## src/rtl/cacheline_adapter_pkg.sv

```systemverilog
// Shared types and sizes for the cache-line to DRAM-beat adapter.
package cacheline_adapter_pkg;

  localparam int unsigned LINE_W      = 256;
  localparam int unsigned BEAT_W      = 64;
  localparam int unsigned LINE_BEATS  = 4;
  localparam int unsigned OFFSET_BITS = 5;
  localparam int unsigned CNT_W       = $clog2(LINE_BEATS);

  typedef enum logic [2:0] {
    IDLE,
    RD_REQ,
    RD_DATA,
    WR,
    RESP
  } state_e;

endpackage

```

## src/rtl/cacheline_adapter.sv

```systemverilog
// Turns whole-line cache requests into beat-serial DRAM reads/writes.
// Define ADAPTER_RADDR_CHECK_EN to accept read beats only when dram_raddr matches the pending line.
module cacheline_adapter
  import cacheline_adapter_pkg::*;
(
  input  logic              clk,
  input  logic              rst,
  input  logic [31:0]       dfp_addr,
  input  logic              dfp_read,
  input  logic              dfp_write,
  input  logic [LINE_W-1:0] dfp_wdata,
  output logic [LINE_W-1:0] dfp_rdata,
  output logic              dfp_resp,
  output logic [31:0]       dram_addr,
  output logic              dram_read,
  output logic              dram_write,
  output logic [BEAT_W-1:0] dram_wdata,
  input  logic              dram_ready,
  input  logic [31:0]       dram_raddr,
  input  logic [BEAT_W-1:0] dram_rdata,
  input  logic              dram_rvalid
);

  state_e                  state_q, state_d;
  logic [CNT_W-1:0]        beat_cnt_q, beat_cnt_d;
  logic [31:OFFSET_BITS]   addr_q, addr_d;
  logic [LINE_W-1:0]       wdata_buf_q, wdata_buf_d;
  logic [LINE_W-1:0]       line_buf_q, line_buf_d;
  logic                    beat_ok;
  logic                    last_beat;
  logic                    unused_bits;

  always_comb begin
`ifdef ADAPTER_RADDR_CHECK_EN
    beat_ok = dram_rvalid && (dram_raddr[31:OFFSET_BITS] == addr_q);
`else
    beat_ok = dram_rvalid;
`endif
    last_beat   = (beat_cnt_q == CNT_W'(LINE_BEATS - 1));
    unused_bits = ^{dfp_addr[OFFSET_BITS-1:0], dram_raddr};
  end

  always_comb begin
    state_d     = state_q;
    beat_cnt_d  = beat_cnt_q;
    addr_d      = addr_q;
    wdata_buf_d = wdata_buf_q;
    line_buf_d  = line_buf_q;
    case (state_q)
      IDLE: begin
        if (dfp_write) begin
          addr_d      = dfp_addr[31:OFFSET_BITS];
          wdata_buf_d = dfp_wdata;
          beat_cnt_d  = '0;
          state_d     = WR;
        end else if (dfp_read) begin
          addr_d     = dfp_addr[31:OFFSET_BITS];
          beat_cnt_d = '0;
          state_d    = RD_REQ;
        end
      end
      RD_REQ: begin
        if (dram_ready) state_d = RD_DATA;
      end
      RD_DATA: begin
        if (beat_ok) begin
          for (int unsigned i = 0; i < LINE_BEATS; i++) begin
            if (beat_cnt_q == CNT_W'(i)) line_buf_d[i*BEAT_W +: BEAT_W] = dram_rdata;
          end
          beat_cnt_d = beat_cnt_q + 1'b1;
          if (last_beat) state_d = RESP;
        end
      end
      WR: begin
        if (dram_ready) begin
          beat_cnt_d = beat_cnt_q + 1'b1;
          if (last_beat) state_d = RESP;
        end
      end
      RESP:    state_d = IDLE;
      default: state_d = IDLE;
    endcase
  end

  always_ff @(posedge clk) begin
    if (rst) begin
      state_q     <= IDLE;
      beat_cnt_q  <= '0;
      addr_q      <= '0;
      wdata_buf_q <= '0;
      line_buf_q  <= '0;
    end else begin
      state_q     <= state_d;
      beat_cnt_q  <= beat_cnt_d;
      addr_q      <= addr_d;
      wdata_buf_q <= wdata_buf_d;
      line_buf_q  <= line_buf_d;
    end
  end

  // DRAM-side outputs decode from registered state only; nothing here depends on an input.
  always_comb begin
    dram_read  = (state_q == RD_REQ);
    dram_write = (state_q == WR);
    dram_addr  = '0;
    dram_wdata = '0;
    if (state_q == RD_REQ || state_q == WR) dram_addr = {addr_q, {OFFSET_BITS{1'b0}}};
    if (state_q == WR) begin
      for (int unsigned i = 0; i < LINE_BEATS; i++) begin
        if (beat_cnt_q == CNT_W'(i)) dram_wdata = wdata_buf_q[i*BEAT_W +: BEAT_W];
      end
    end
    dfp_resp  = (state_q == RESP);
    dfp_rdata = line_buf_q;
  end

endmodule

```

## config.mk

```make
export PLATFORM = sky130hd
export DESIGN_NAME = cacheline_adapter
export DESIGN_NICKNAME = d
export VERILOG_FILES = /design/src/rtl/cacheline_adapter_pkg.sv /design/src/rtl/cacheline_adapter.sv
export SDC_FILE = /design/constraint.sdc
export NUM_CORES = 1
export LEC_CHECK = 0
export ABC_AREA = 1
export CORE_AREA = 2 2 287 289
export DETAILED_ROUTE_END_ITERATION = 6
export DIE_AREA = 0 0 289 291
export GPL_ROUTABILITY_DRIVEN = 0
export SETUP_SLACK_MARGIN = 0.02
export SYNTH_ARGS = -nofsm -noshare
export SYNTH_HDL_FRONTEND = slang
export SYNTH_SLANG_ARGS = --single-unit
```

## constraint.sdc

```tcl
create_clock -name clk -period 2.5 [get_ports clk]
set_clock_uncertainty 0.2 [all_clocks]
set_input_delay 0.5 -clock clk [delete_from_list [all_inputs] [get_ports clk]]
set_output_delay 0.5 -clock clk [all_outputs]
set_load 0.02 [all_outputs]
```

* Word-level counts from Yosys, hierarchy flattened
Cells that the tools add are included.
Word-level totals: bits in latches 0, RAM bits 0, input bits 390, output and inout bits 355, memory bits (read-only) 0, logic and storage cells 53, memories kept 0, flip-flop bits (word level) 544
Operators by class: $lt $le $gt $ge 0, shifts and indexed selects 0, bitwise gates (word level) 0, reduce and logical (&&, ||, !) cells 13, $add $sub $neg 1, div/mod/pow operators 0, equality and inequality tests 11, muxes and demuxes 20, $mul 0
Operator list (number):
- $mux 64 | 5
- $mux 27 | 2
- $mux 32 | 1
- $mux 3 | 6
- $pmux 3 s4 | 1
- $reduce_and 3->1 | 4
- $mux 2 | 4
- $reduce_and 4->1 | 2
- $eq 3x2->1 const B | 2
- $pmux 2 s3 | 1
- $eq 2x2->1 const B | 2
- $ne 2x1->1 const B | 2
- $reduce_and 2->1 | 2
- $eq 3x1->1 const B | 1
- $eq 3x3->1 const B | 1
- $logic_not 3->1 | 1
- $ne 3x3->1 const B | 1
- $reduce_bool 3->1 | 1
- $add 2x1->2 const B | 1
- $eq 2x1->1 const B | 1
- $logic_not 2->1 | 1
- $ne 2x2->1 const B | 1
- $reduce_bool 2->1 | 1
- $logic_or 1x1->1 | 1

* Longest topological paths before layout
Gate-level depths: netlist of run 1.
depth in word-level cells 6, depth in mapped cells 10, depth with buffers taken out 9

* Worst setup path after synthesis of run 1
Ideal clock, no wire load.
kind reg-to-output, start point reg beat_cnt_q[0], end point out dram_wdata[19], arrival 1694 ps, setup slack 106 ps, stages on the path, launching flop included 10, data required time 1800 ps, buffers on the path 3, cell sequence dfxtp_1 -> inv_1 -> ha_1 -> buf_2 -> buf_4 -> clkbuf_1 -> a21oi_1 -> o21ai_0 -> nand2_1 -> nor2_1
On the way: word-level cells in the longest chain between the ends 6, elaborated cells between the ends (all ways) 9, those cells by class eq/ne (3); mux (5); reduce/logical (1)
RTL lines:
- from (decl) | RTL line cacheline_adapter.sv:25 | logic [CNT_W-1:0] beat_cnt_q, beat_cnt_d;
- from (signal assigned) | RTL line cacheline_adapter.sv:94 | beat_cnt_q <= beat_cnt_d;
- $logic_not 2->1 | RTL line cacheline_adapter.sv:110 | if (beat_cnt_q == CNT_W'(i)) dram_wdata = wdata_buf_q[i*BEAT_W +: BEAT_W];
- $mux 64 (3 in series) | RTL line cacheline_adapter.sv:110
- $mux 64 (*) | RTL line cacheline_adapter.sv:110
- $mux 64 (*) | RTL line cacheline_adapter.sv:108 | if (state_q == WR) begin
- to (decl) | RTL line cacheline_adapter.sv:17 | output logic [BEAT_W-1:0] dram_wdata,
Every way passes the cells marked *; elsewhere a longest branch is shown, timed or not.

* Final worst setup path of run 1
start point reg beat_cnt_q[0], end point out dram_wdata[10]
The elaborated chain is that of the path after synthesis.

==> impl_metrics.py, run 1 <==
metrics = {
    "outcome": {
        "outcome": "finished, violations left",
        "failed_checks": "setup timing",
    },
    "timing": {
        "layout_setup_ws_ns": -0.507,
        "final.min_clock_period_ns": 3.01,
        "worst_pin_slew_ns": 1.19,
        "whs_ns": 0.0531,
        "setup_tns_ns": -26.85,
        "rsz0062_at_grt": "true",
        "post-route-period-util": 1.20,
        "hold_viol_final": 0,
        "max_freq_mhz": 333,
        "setup_violations": 64,
        "slew-limit-headroom": 0.207,
        "maxSlewViolCount": 0,
    },
    "detailed_routing": {
        "vias_per_cell": 4.61,
        "drt_drc_violations_left": 0,
        "drt-initial-drc-count": 1253,
        "wl_um": 88000,
        "ant_nets": 0,
        "dr.pass1.iters": 5,
        "wl_per_cell_um": 18.4,
        "vias": 22000,
    },
    "synth": {
        "synth-warning-count": 0,
        "yosysSeqAreaShare": 0.500,
        "avgSynthCellArea_um2": 7.38,
        "synth_compound_area_frac": 0.250,
        "yosys.area_share.simple": 0.134,
        "synth_top_family_by_area": "compound AO/OA/AOI/OAI gates",
        "synthAdderAreaFrac": 0.00230,
        "synthXorXnorAreaFrac": 0,
        "synth_seq_cells": 544,
        "syn_inst": 2951,
        "synthMuxAreaShare": 0,
        "ys_types": 23,
        "synth_area_mm2": 0.0218,
    },
    "floorplan": {
        "dieArea_mm2": 0.0841,
        "io_pins": 745,
        "start_util": 0.268,
        "die-height_um": 291,
        "core_area_mm2": 0.0812,
        "rows": 105,
        "dieWidth_um": 289,
    },
    "global_route": {
        "first_global_vias": 20500,
        "grt_pass1_wl_um": 126000,
        "grt_max_degree": 195,
        "use_met1": 0.237,
        "gr-usage-met2": 0.318,
        "track_usage": 0.194,
        "busiest_layer": "met2",
        "overflow": 0,
        "antenna_found_initial": 29,
        "use_met3": 0.0643,
    },
    "critical_path": {
        "arrival_ns": 2.31,
        "critPathLaunchType": "flop",
        "reg2reg_depth": 9,
        "r2r-end": "dfp_rdata[197]",
        "cp.required_ns": 1.80,
        "r2r_slack_ns": 0.22,
        "cp_max_fo": 7,
        "endpoint_kind": "primary output",
        "rr_startpoint": "beat_cnt_q[0]",
        "crit_type": "flop to primary output",
    },
    "min_path": {
        "hold_end": "state_q[1]",
        "hp-start": "rst",
        "hold_depth": 4,
        "hold_class": "primary input to flop",
    },
    "clock_tree": {
        "clock_latency_ns": 0.62,
        "cts_tree": "built",
        "cts.htree.levels": 2,
        "clk_path_buf_depth": 3,
        "path_clk_slew_ns": 0.06,
        "cts-root-buf": "clkbuf_16",
        "clkSinkCount": 544,
        "numCtsBuffers": 61,
    },
    "pwr": {
        "peakVddDrop_mv": 0.484,
        "power.density_mw_per_mm2": 882,
        "p_leak_uw": 0.0126,
        "p_total_uw": 30500,
    },
    "cells_and_area": {
        "drive_above_1_share": 0.152,
        "fillers": 8229,
        "syn2layout_area_growth_pct": 58.7,
        "fin_nets": 4033,
    },
    "run": {
        "max_cap_violations": 0,
    },
    "place": {
        "dp_slack_ns": -0.523,
        "place.detailed.hpwl_um": 58400,
        "portBuffers": 702,
    },
}
## layout make-up
class                           instances  area, um2  area share
Antenna cell                           10       25.0    0.000724
Clock buffer                           92       1880      0.0543
Clock inverter                         23        339     0.00981
Inverter                              360       1380      0.0400
Multi-Input combinational cell       1796       9290       0.269
Sequential cell                       544      10900       0.315
Tap cell                             1070       1340      0.0387
Timing Repair Buffer                  876       9410       0.272
## cell usage after synthesis, drive strengths merged
library cell,count,share of area
nand4,1,0.00029
ha,4,0.0023
or2,1,0.00029
nand2,271,0.047
conb,1,0.00017
nor3b,1,0.00034
clkbuf,136,0.023
nor2,223,0.039
clkinv,1,0.00017
o21ai,415,0.096
dfxtp,544,0.50
buf,120,0.029
nor3,2,0.00098
nand3,202,0.046
inv,359,0.062
a21oi,670,0.15
## state kept, by name, indices dropped and copies added (netlist names)
name and flops:
dfp_rdata 256, state_q 3, beat_cnt_q 2, wdata_buf_q 256, addr_q 27
## timing repair
| item | CTS | global route |
|---|---|---|
| setup buffers | 15 | 15 |
| hold buffers | 0 | 0 |
| setup endpoints to repair | 108 | 94 |
| gates resized for setup | 581 | 246 |
| cloned | 13 | 12 |
| pin swaps | 41 | 68 |
## kinds of logic (layout without fill, tap and decap cells)
logic type	after synthesis	count (layout)
compound gates	1085	1085
fa+ha+maj	4	4
buf+inv	616	1351
flops	544	544
other cells	1	15
simple gates	701	702
## worst max-delay path by stage
stage               slack [ns]           from  cells after the start              to
global route             -0.64  beat_cnt_q[1]                     12  dram_wdata[20]
finish                   -0.51  beat_cnt_q[0]                     11  dram_wdata[10]
detailed placement       -0.52  beat_cnt_q[1]                     12   dram_wdata[1]
CTS                      -0.57  beat_cnt_q[0]                     11  dram_wdata[19]
global placement         -0.53  beat_cnt_q[1]                     12   dram_wdata[1]
floorplan                 0.11  beat_cnt_q[0]                      9  dram_wdata[19]
## worst max-delay path, stage by stage, from the launching register on
cell,delay (ns)
dfxtp_4,0.37
inv_4,0.05
buf_6,0.11
ha_4,0.22
buf_12,0.17
buf_16,0.15
buf_4,0.14
a21oi_4,0.13
o21ai_2,0.08
nand2_2,0.10
nor2_2,0.05
buf_6,0.12
## routing by layer
metal	wire, um	vias to the layer above
li1	-	11100
met1	36500	10000
met2	41300	736
met3	7570	157
met4	2460	34
met5	205	-
## power by group
part	internal (uW)	total, uW	switching [uW]
clock network	5990	9780	3780
logic	4280	10100	5850
registers	9960	10600	621
## metrics by stage
stage / utilization / cell area (um2) / std cells
final: 0.426 / 34600 / 4771
after global routing: 0.426 / 34500 / 4767
after CTS: 0.411 / 33400 / 4736
after detailed placement: 0.376 / 30500 / 4594
after global placement: 0.376 / 30500 / 4594
after floorplan: - / 21800 / 2955
## cells in the final DEF, fill, tap and decap left out, types with 4 or more instances in the layout
| cell type | instances |
|---|---|
| a21oi_4 | 4 |
| diode_2 | 10 |
| clkdlybuf4s50_1 | 606 |
| ha_4 | 4 |
| a21oi_1 | 619 |
| bufinv_16 | 8 |
| nand3_4 | 6 |
| o21ai_0 | 306 |
| inv_4 | 4 |
| dfxtp_1 | 540 |
| buf_8 | 5 |
| a21oi_2 | 47 |
| clkbuf_16 | 74 |
| nor2_2 | 45 |
| o21ai_1 | 92 |
| conb_1 | 5 |
| clkbuf_1 | 10 |
| inv_1 | 351 |
| clkinv_2 | 9 |
| buf_12 | 46 |
| buf_6 | 65 |
| nand2_2 | 5 |
| nor2_4 | 39 |
| nand2_1 | 263 |
| inv_6 | 6 |
| o21ai_2 | 16 |
| nand3_1 | 196 |
| buf_16 | 10 |
| clkbuf_8 | 19 |
| nor2_1 | 139 |
| buf_4 | 126 |
(Power assumes the default switching activity.)
==> inputs of run 2 (changes only) <==
Settings changed: CORE_AREA 2 2 287 289 to 2 2 293 295, DIE_AREA 0 0 289 291 to 0 0 295 297, GPL_ROUTABILITY_DRIVEN 0 to default.
==> run 2 against run 1 <==
Compared with the run above: largest cell class unchanged; flip-flop and latch count unchanged; the flow still finishes with violations (setup timing); register-to-register slack got worse by 0.15 ns; clock power decreased by 1%; fmax increased by 1.8%; critical path depth increased by 1; sequential power about the same; non-clock buffer count decreased by 7.
==> impl_metrics.py, run 2 (same netlist as run 1, synthesis figures left out) <==
metrics = {
    "detailed_routing": {
        "wl_per_cell_um": 17.8,
        "drt_drc_violations_left": 0,
        "drt-initial-drc-count": 1174,
        "vias": 21900,
        "dr.pass1.iters": 6,
        "wl_um": 85800,
        "vias_per_cell": 4.54,
        "ant_nets": 0,
    },
    "cells_and_area": {
        "syn2layout_area_growth_pct": 57.7,
        "mostFrequentLayoutCells": "a21oi_1 (613), clkdlybuf4s50_1 (606), dfxtp_1 (541), inv_1 (351), o21ai_0 (294)",
        "mostFrequentLayoutCell": "a21oi_1",
        "fin_nets": 4031,
        "final_cell_area_mm2": 0.0343,
        "drive_above_1_share": 0.147,
    },
    "place": {
        "post_dp_cell_area_mm2": 0.0306,
        "place.detailed.hpwl_um": 59200,
        "routabilityCongestion": 0.866,
        "dp_slack_ns": -0.734,
        "portBuffers": 702,
    },
    "global_route": {
        "gr-usage-met2": 0.295,
        "overflow": 0,
        "first_global_vias": 20400,
        "grt_pass1_wl_um": 124000,
        "busiest_layer": "met2",
        "use_met1": 0.225,
        "track_usage": 0.183,
        "use_met3": 0.0584,
        "grt_max_degree": 195,
        "antenna_found_initial": 20,
    },
    "critical_path": {
        "critPathLaunchType": "flop",
        "r2r_slack_ns": 0.07,
        "arrival_ns": 2.25,
        "cp_max_fo": 7,
        "crit_type": "flop to primary output",
        "cp.required_ns": 1.80,
        "reg2reg_depth": 13,
        "r2r-end": "dfp_rdata[137]",
        "endpoint_kind": "primary output",
        "rr_startpoint": "beat_cnt_q[0]",
    },
    "run": {
        "max_cap_violations": 0,
    },
    "floorplan": {
        "rows": 107,
        "start_util": 0.258,
        "dieArea_mm2": 0.0876,
        "io_pins": 745,
        "die-height_um": 297,
        "dieWidth_um": 295,
        "core_area_mm2": 0.0845,
    },
    "clock_tree": {
        "clk_path_buf_depth": 3,
        "cts.htree.levels": 3,
        "cts-root-buf": "clkbuf_16",
        "cts_tree": "built",
        "numCtsBuffers": 67,
        "clkSinkCount": 544,
        "clock_latency_ns": 0.60,
        "path_clk_slew_ns": 0.06,
    },
    "timing": {
        "post-route-period-util": 1.18,
        "slew-limit-headroom": 0.212,
        "final.min_clock_period_ns": 2.95,
        "max_freq_mhz": 339,
        "whs_ns": 0.132,
        "layout_setup_ws_ns": -0.453,
        "rsz0062_at_grt": "true",
        "hold_viol_final": 0,
        "maxSlewViolCount": 0,
        "worst_pin_slew_ns": 1.18,
        "setup_violations": 64,
    },
    "pwr": {
        "peakVddDrop_mv": 0.615,
        "p_leak_uw": 0.0125,
        "power.density_mw_per_mm2": 868,
        "p_total_uw": 29800,
    },
    "min_path": {
        "hold_end": "state_q[1]",
        "hold_depth": 4,
        "hp-start": "rst",
        "hold_class": "primary input to flop",
    },
    "outcome": {
        "failed_checks": "setup timing",
        "outcome": "finished, violations left",
    },
}
run 2: cell count changes in the layout (fill, tap and decap cells not counted), sizes merged:
cell / change
bufbuf: -3
nand2: -1
diode: -3
buf: -2
bufinv: -4
clkinv: -2
clkbuf: +1
run 2: how the worst max path moves through the flow:
stage	end	start	slack [ns]
2_1_floorplan	dram_wdata[19]	beat_cnt_q[0]	0.11
3_3_place_gp	dram_wdata[5]	beat_cnt_q[0]	-0.68
3_5_place_dp	dram_wdata[5]	beat_cnt_q[1]	-0.73
4_1_cts	dram_wdata[45]	beat_cnt_q[1]	-0.50
5_1_grt	dram_wdata[45]	beat_cnt_q[1]	-0.57
6_report	dram_wdata[45]	beat_cnt_q[1]	-0.45
run 2: layer usage:
| layer | vias up | wire length, um |
|---|---|---|
| li1 | 11100 | - |
| met3 | 147 | 7020 |
| met5 | - | 118 |
| met2 | 700 | 39700 |
| met4 | 18 | 2860 |
| met1 | 10000 | 36100 |
run 2: repair_timing:
item,4_1_cts,5_1_grt
setup buffers,6,14
pin swaps,28,82
resized for setup,637,186
hold buffers,0,0
cloned,8,12
setup endpoints to repair,93,141
run 2: through the flow:
stage	setup TNS, ns	std cells	utilization
floorplan	0	2955	-
global placement	-23.30	4677	0.363
detailed placement	-25.18	4677	0.363
CTS	-27.13	4801	0.395
global route	-31.80	4828	0.406
finish	-25.06	4831	0.407
run 2: power by group:
part	internal (uW)	switching, uW
clock	5760	3920
combinational	3990	5560
sequential	9970	620
total	19700	10100
run 2: final cells by class:
cell class / instances / area (um2)
Multi-Input combinational cell: 1795 / 9280
Antenna cell: 7 / 17.5
Inverter: 360 / 1370
Tap cell: 1144 / 1430
Timing Repair Buffer: 869 / 9170
Fill cell: 8571 / 50100
Clock buffer: 95 / 1900
Clock inverter: 17 / 279
Sequential cell: 544 / 10900
run 2: worst max-delay path, stage by stage (launching register included):
cell and delay [ns]:
dfxtp_2 0.35, inv_4 0.05, ha_4 0.17, inv_4 0.07
nand2_8 0.10, buf_12 0.16, buf_16 0.15, nor2_4 0.08
a21oi_2 0.03, o21ai_1 0.17, nand2_1 0.08, nor2_1 0.09
buf_4 0.16
